===== src/rtl/usb3_tx_pkg.sv =====
// Shared USB3 TX symbol constants and the SKP scheduler state type.
`timescale 1ns/1ps
package usb3_tx_pkg;

  localparam logic [7:0] K28_1_SKP = 8'h3C;
  localparam logic [7:0] K28_5_COM = 8'hBC;
  localparam logic [7:0] D_IDLE    = 8'h00;

  typedef enum logic {
    ST_DATA = 1'b0,
    ST_SKP  = 1'b1
  } skp_state_t;

endpackage


===== src/rtl/usb3_tx_skp_scheduler.sv =====
// Merges link bytes, logical idle and periodic SKP ordered sets into the scrambler input; 1-cycle latency.
// s_ready depends only on registers and skp_en; it is low for the last pre-SKP symbol and for the whole SKP burst.
`timescale 1ns/1ps
module usb3_tx_skp_scheduler
  import usb3_tx_pkg::*;
#(
  parameter int SKP_INTERVAL = 354,  // legal 2..4095
  parameter int SKP_PAIRS    = 1     // legal 1..4
) (
  input  logic       clk,
  input  logic       rst_n,
  input  logic [7:0] s_data,
  input  logic       s_k,
  input  logic       s_valid,
  output logic       s_ready,
  input  logic       skp_en,
  input  logic       scr_disable,
  output logic [7:0] sc_data,
  output logic       sc_valid,
  output logic       sc_is_control,
  output logic       sc_com,
  output logic       skp_active
);

  localparam int              CNT_W    = (SKP_INTERVAL > 1) ? $clog2(SKP_INTERVAL) : 1;
  localparam logic [CNT_W-1:0] CNT_LAST = CNT_W'(SKP_INTERVAL - 1);
  localparam logic [2:0]      SKP_LAST = 3'(2 * SKP_PAIRS - 1);

  skp_state_t       state_q, state_d;
  logic [CNT_W-1:0] sym_cnt_q, sym_cnt_d;
  logic [2:0]       skp_cnt_q, skp_cnt_d;
  logic [7:0]       sc_data_q, sc_data_d;
  logic             sc_valid_q, sc_valid_d;
  logic             sc_is_control_q, sc_is_control_d;
  logic             sc_com_q, sc_com_d;
  logic             skp_active_q, skp_active_d;

  logic at_last;
  logic accept;

  // The last symbol before a SKP burst is always idle so the burst lands exactly on the interval.
  assign at_last = (sym_cnt_q == CNT_LAST);
  assign s_ready = (state_q == ST_DATA) && !(at_last && skp_en);
  assign accept  = s_valid && s_ready;

  always_comb begin
    state_d         = state_q;
    sym_cnt_d       = sym_cnt_q;
    skp_cnt_d       = skp_cnt_q;
    sc_data_d       = D_IDLE;
    sc_is_control_d = 1'b0;
    skp_active_d    = 1'b0;
    sc_valid_d      = 1'b1;
    sc_com_d        = !scr_disable;

    unique case (state_q)
      ST_DATA: begin
        if (accept) begin
          sc_data_d       = s_data;
          sc_is_control_d = s_k;
        end
        if (!skp_en) begin
          sym_cnt_d = '0;
        end else if (at_last) begin
          sym_cnt_d = '0;
          skp_cnt_d = '0;
          state_d   = ST_SKP;
        end else begin
          sym_cnt_d = sym_cnt_q + 1'b1;
        end
      end
      ST_SKP: begin
        // A started burst always completes, regardless of skp_en.
        sc_data_d       = K28_1_SKP;
        sc_is_control_d = 1'b1;
        skp_active_d    = 1'b1;
        sym_cnt_d       = '0;
        if (skp_cnt_q == SKP_LAST) begin
          skp_cnt_d = '0;
          state_d   = ST_DATA;
        end else begin
          skp_cnt_d = skp_cnt_q + 1'b1;
        end
      end
      default: begin
        state_d   = ST_DATA;
        sym_cnt_d = '0;
        skp_cnt_d = '0;
      end
    endcase
  end

  always_ff @(posedge clk or negedge rst_n) begin
    if (!rst_n) begin
      state_q         <= ST_DATA;
      sym_cnt_q       <= '0;
      skp_cnt_q       <= '0;
      sc_data_q       <= D_IDLE;
      sc_valid_q      <= 1'b0;
      sc_is_control_q <= 1'b0;
      sc_com_q        <= 1'b0;
      skp_active_q    <= 1'b0;
    end else begin
      state_q         <= state_d;
      sym_cnt_q       <= sym_cnt_d;
      skp_cnt_q       <= skp_cnt_d;
      sc_data_q       <= sc_data_d;
      sc_valid_q      <= sc_valid_d;
      sc_is_control_q <= sc_is_control_d;
      sc_com_q        <= sc_com_d;
      skp_active_q    <= skp_active_d;
    end
  end

  assign sc_data       = sc_data_q;
  assign sc_valid      = sc_valid_q;
  assign sc_is_control = sc_is_control_q;
  assign sc_com        = sc_com_q;
  assign skp_active    = skp_active_q;

endmodule


===== config.mk =====
export PLATFORM = sky130hd
export DESIGN_NAME = usb3_tx_skp_scheduler
export DESIGN_NICKNAME = d
export VERILOG_FILES = /design/src/rtl/usb3_tx_pkg.sv /design/src/rtl/usb3_tx_skp_scheduler.sv
export SDC_FILE = /design/constraint.sdc
export NUM_CORES = 1
export LEC_CHECK = 0
export ABC_CLOCK_PERIOD_IN_PS = 1600
export CORE_MARGIN = 1.5
export CORE_UTILIZATION = 42
export DETAILED_ROUTE_END_ITERATION = 8
export PLACE_DENSITY_LB_ADDON = 0.1
export SKIP_CTS_REPAIR_TIMING = 1
export SYNTH_ARGS = -nofsm -noshare
export SYNTH_HDL_FRONTEND = slang
export SYNTH_SLANG_ARGS = --single-unit

===== constraint.sdc =====
create_clock -name clk -period 1.6 [get_ports clk]
set_input_delay 0.16 -clock clk [delete_from_list [all_inputs] [get_ports clk]]
set_output_delay 0.16 -clock clk [all_outputs]
set_load 0.03 [all_outputs]

* Word level (Yosys, flattened, before mapping)
Index checks and enable logic that the tools add are counted.
** Operators by class
- $add $sub $neg :: 2
- $mul :: 0
- Divide/modulo/power cells :: 0
- Magnitude comparators :: 0
- Equality and inequality tests :: 4
- Shift operators :: 0
- Multiplexer cells :: 16
- Bitwise operators :: 1
- Reduce and logical (&&, ||, !) cells :: 6
** Operator list (number)
- 9-bit two-way mux :: 2
- 9-bit case mux with 2 select lines :: 1
- 8-bit case mux with 2 select lines :: 1
- 9-bit by 1-bit adder with 9-bit output (second input constant) :: 1
- 9-bit == test (second input constant) :: 1
- 3-bit two-way mux :: 3
- 8-bit two-way mux :: 1
- 3-bit case mux with 2 select lines :: 1
- 1-bit two-way mux :: 5
- 2-bit != test (second input constant) :: 2
- 1-bit case mux with 2 select lines :: 2
- 3-bit by 1-bit adder with 3-bit output (second input constant) :: 1
- 3-bit by 1-bit == test with 1-bit output (second input constant) :: 1
- 1-bit logical AND :: 3
- 1-bit zero test :: 2
- 2-bit AND reduction :: 1
- 1-bit inverter :: 1
** Word-level totals
- Register bits :: 25
- Latch bits :: 0
- RAM bits :: 0
- Bits in read-only memories :: 0
- Input bits :: 14
- Output and inout bits :: 13
- Word-level logic and storage cells :: 37
- Memories kept :: 0

* Longest topological paths before layout
- Depth after elaboration :: 7
- Depth in mapped cells :: 5
- Depth with buffers taken out :: 5

* Worst setup path before layout
No wires, ideal clock.
- Kind :: reg-to-output
- Start point :: reg sym_cnt_q[2]
- End point :: out s_ready
- Arrival time :: 1.439 ns
- Required time :: 1.440 ns
- Path slack :: 0.001 ns
- Cell stages (with the launch flop) :: 5
- Path buffers :: 1
- Path through :: dfrtp_1 buf_6 or4b_4 nor3_4 nor2_1
** Between the ends
- Word-level cells in the longest chain between the ends :: 4
** Ends and longest elaborated chain
- start: declaration :: line usb3_tx_skp_scheduler.sv:30 : logic [CNT_W-1:0] sym_cnt_q, sym_cnt_d;
- start signal: assignment :: line usb3_tx_skp_scheduler.sv:105 : sym_cnt_q <= sym_cnt_d;
- 9-bit == test :: line usb3_tx_skp_scheduler.sv:42 : assign at_last = (sym_cnt_q == CNT_LAST);
- 1-bit logical AND :: line usb3_tx_skp_scheduler.sv:43 : assign s_ready = (state_q == ST_DATA) && !(at_last && skp_en);
- 1-bit zero test :: line usb3_tx_skp_scheduler.sv:43
- 1-bit logical AND :: line usb3_tx_skp_scheduler.sv:43
- end: declaration :: line usb3_tx_skp_scheduler.sv:15 : output logic s_ready,
No other way between the ends.

* Worst setup path in the final report
- Start point :: reg sym_cnt_q[4]
- End point :: out s_ready
Same word-level chain as after synthesis.

==> out/results.ini <==
[setup_path]
setup.worst_path.end_class=output pin
setup.reg_to_reg.worst_slack_ps=40
cp.arrival_ps=1670
critical_path_class=flop to output pin
critPathMaxFanout=2
worst-r2r-cell-count=4
cp_data_required_time_ps=1440
startpoint_type=flop
reg_to_reg_endpoint=skp_cnt_q[0]$_DFFE_PN0P_
crit_path_end=s_ready
r2r_start=sym_cnt_q[4]$_DFF_PN0_
cp-startpoint=sym_cnt_q[4]$_DFF_PN0_

[logic_synthesis]
yosys_most_used_dff=sky130_fd_sc_hd__dfrtp_1
synth_fa_ha_area_share_pct=2.34
yosysSeqAreaShare_pct=58.5
synth_area_leader_cell=sky130_fd_sc_hd__dfrtp_1
synth-edff-count=0
fraction_of_synthesized_area_in_multiplexers_pct=0
async_set_or_reset_register_ratio_after_synthesis_pct=100
synth_seq_cells=25
mappedNetlistArea_um2=1070
synth_xor_area_share_pct=3.28
synthTopCellsByArea=sky130_fd_sc_hd__dfrtp_1, sky130_fd_sc_hd__o21ai_0, sky130_fd_sc_hd__nand2_1
post_synth_inst_count=97
post-synth-top-count-cell=sky130_fd_sc_hd__dfrtp_1
yosys.area_share.simple_pct=21.1
number_of_warnings_issued_by_yosys=0
synth_top_family_by_area=simple AND/OR/NAND/NOR gates
syn-num-nets=113
yosys-top-cells-count=sky130_fd_sc_hd__dfrtp_1, sky130_fd_sc_hd__nand2_1, sky130_fd_sc_hd__o21ai_0
netlist.area_leader.share_pct=58.5
synth_compound_area_share_pct=11.2
post_synth.cell_area_avg_um2=11.0
synth.distinct_cells=29

[finish]
drive_gt1_share_pct=17.0
finalInstanceArea_um2=1500
antenna_cells_inserted=0
area_delta_synth_final_pct=40.6
final_nets=158

[timing]
grt_setup_unrepaired=true
totalNegativeSetupSlack_ps=-231
report.final.slew_viol_count=0
period_share_pct=114
final-setup-viol-count=1
finalCriticalPeriod_ps=1830
timing.clock.skew_ps=1.43
setup_slack_ps=-231
achievable-frequency_mhz=546
timing.final.hold_violations=0

[route]
routed-via-count=844
drc_errors=0
initial_drc_count=11
wl_per_cell_um=11.9
via_per_inst=4.94
antenna_left=0
drt_first_pass_iters=4
wl_um=2030

[floorplan]
die_x_um=53.4
floorplan.core_area_um2=2430
core.rowCount=18
die_outline_height_um=53.4
floorplan.initialDensity_pct=43.9
die_area_um2=2860
num_io_pins=27

[min_path]
hold_path_class=input port to asynchronous set/reset pin

[power_and_ir_drop]
peakVddDrop_mv=0.578
p_per_area_nw_per_um2=717
power.leakage_nw=0.682
fin_total_pwr_mw=1.08

[global_route]
gr-total-overflow=0
global_route.usage.total_pct=16.1
grt_pass1_vias=771
maximum_number_of_pins_on_one_net_before_global_route_repair=26
grt_pass1_wl_um=3250
antenna_violations_before_repair=0

[place]
dpl.hpwl_um=1580
post_placement_setup_slack_ps=-316
gpl.final_weighted_congestion=0.770
io_buffer_count=26
detailed_place.area_um2=1470

[cts]
clkTransAtPathRegs_ps=120
cts.htree.levels=1
cts_root_buf=sky130_fd_sc_hd__clkbuf_4
tritoncts_clock_tree=yes
cts.path.max_buffers=2
clock_sink_count=25
worstSkewPairLatency_ps=300
total_clock_buffers_created_by_cts=3

[job]
maxCapViolations=0

[outcome]
violations_in_the_final_reports=negative setup slack
status=complete, but fails checks

-- registers in the layout, summed over array words and instances, names as in the netlist --
name,count
skp_cnt_q,3
sc_valid,1
skp_active,1
sc_is_control,1
sc_data,8
state_q,1
sym_cnt_q,9
sc_com,1
-- layer usage --
| metal | global-route usage, % | share of wire, % | wire [um] |
|---|---|---|---|
| met1 | 19.7 | 45 | 905 |
| met2 | 27.4 | 50 | 1020 |
| met3 | 2.54 | 3.1 | 62 |
| met4 | 7.69 | 1.9 | 39 |
| met5 | 0 | 0 | 0 |
-- where the power goes --
group          switching [mW]  total (mW)  internal [mW]
registers             0.00647       0.658          0.651
logic                  0.0785       0.157         0.0780
clock network           0.165       0.263         0.0972
-- worst min-delay path by stage --
stage | start | end | cells past startpoint
6_report | rst_n | sc_data[6]$_DFF_PN0_ | 2
5_1_grt | rst_n | sc_data[6]$_DFF_PN0_ | 2
3_5_place_dp | skp_cnt_q[0]$_DFFE_PN0P_ | skp_cnt_q[0]$_DFFE_PN0P_ | 1
4_1_cts | rst_n | sc_data[6]$_DFF_PN0_ | 2
3_3_place_gp | state_q$_DFF_PN0_ | skp_active$_DFF_PN0_ | 1
2_1_floorplan | rst_n | sc_com$_DFF_PN0_ | 0
-- cells by family (layout without fill, tap and decap cells) --
family | after synthesis | in the layout
adder cells (fa/ha/maj) | 2 | 2
other | 1 | 1
XOR/XNOR | 4 | 4
buffers and inverters | 7 | 51
flip-flops | 25 | 25
AO/OA/AOI/OAI | 20 | 20
AND/OR/NAND/NOR | 38 | 38
-- worst max-delay path, stage by stage (launching register included) --
cell and delay [ps]:
sky130_fd_sc_hd__dfrtp_1 400, sky130_fd_sc_hd__or4b_4 560, sky130_fd_sc_hd__nor3_4 180, sky130_fd_sc_hd__nor2_1 60, sky130_fd_sc_hd__buf_2 170
-- cell type report --
| cell class | instances | area, um^2 |
|---|---|---|
| well taps | 30 | 37.5 |
| clock buffers | 4 | 26.3 |
| flip-flops and latches | 25 | 626 |
| fillers | 226 | 930 |
| repair buffers | 42 | 379 |
| multi-input cells | 65 | 415 |
| inverters | 5 | 18.8 |
-- layout by cell type (no fill, tap or decap), types with 4 or more instances in the layout --
cell type,synthesis,layout
sky130_fd_sc_hd__a21oi_1,5,5
sky130_fd_sc_hd__and3_1,4,4
sky130_fd_sc_hd__buf_4,0,15
sky130_fd_sc_hd__clkdlybuf4s50_1,0,25
sky130_fd_sc_hd__dfrtp_1,25,25
sky130_fd_sc_hd__inv_1,5,5
sky130_fd_sc_hd__nand2_1,9,9
sky130_fd_sc_hd__nand3_1,5,5
sky130_fd_sc_hd__nor2_1,6,6
sky130_fd_sc_hd__o21ai_0,9,8
-- through the flow --
stage	hold WS, ps	util [%]	std cells
3_5_place_dp	535	60.5	167
3_3_place_gp	518	60.5	167
6_report	207	61.8	171
2_1_floorplan	-136	-	97
4_1_cts	213	61.6	171
5_1_grt	216	61.8	171
Power figures use the tool's default switching activity.
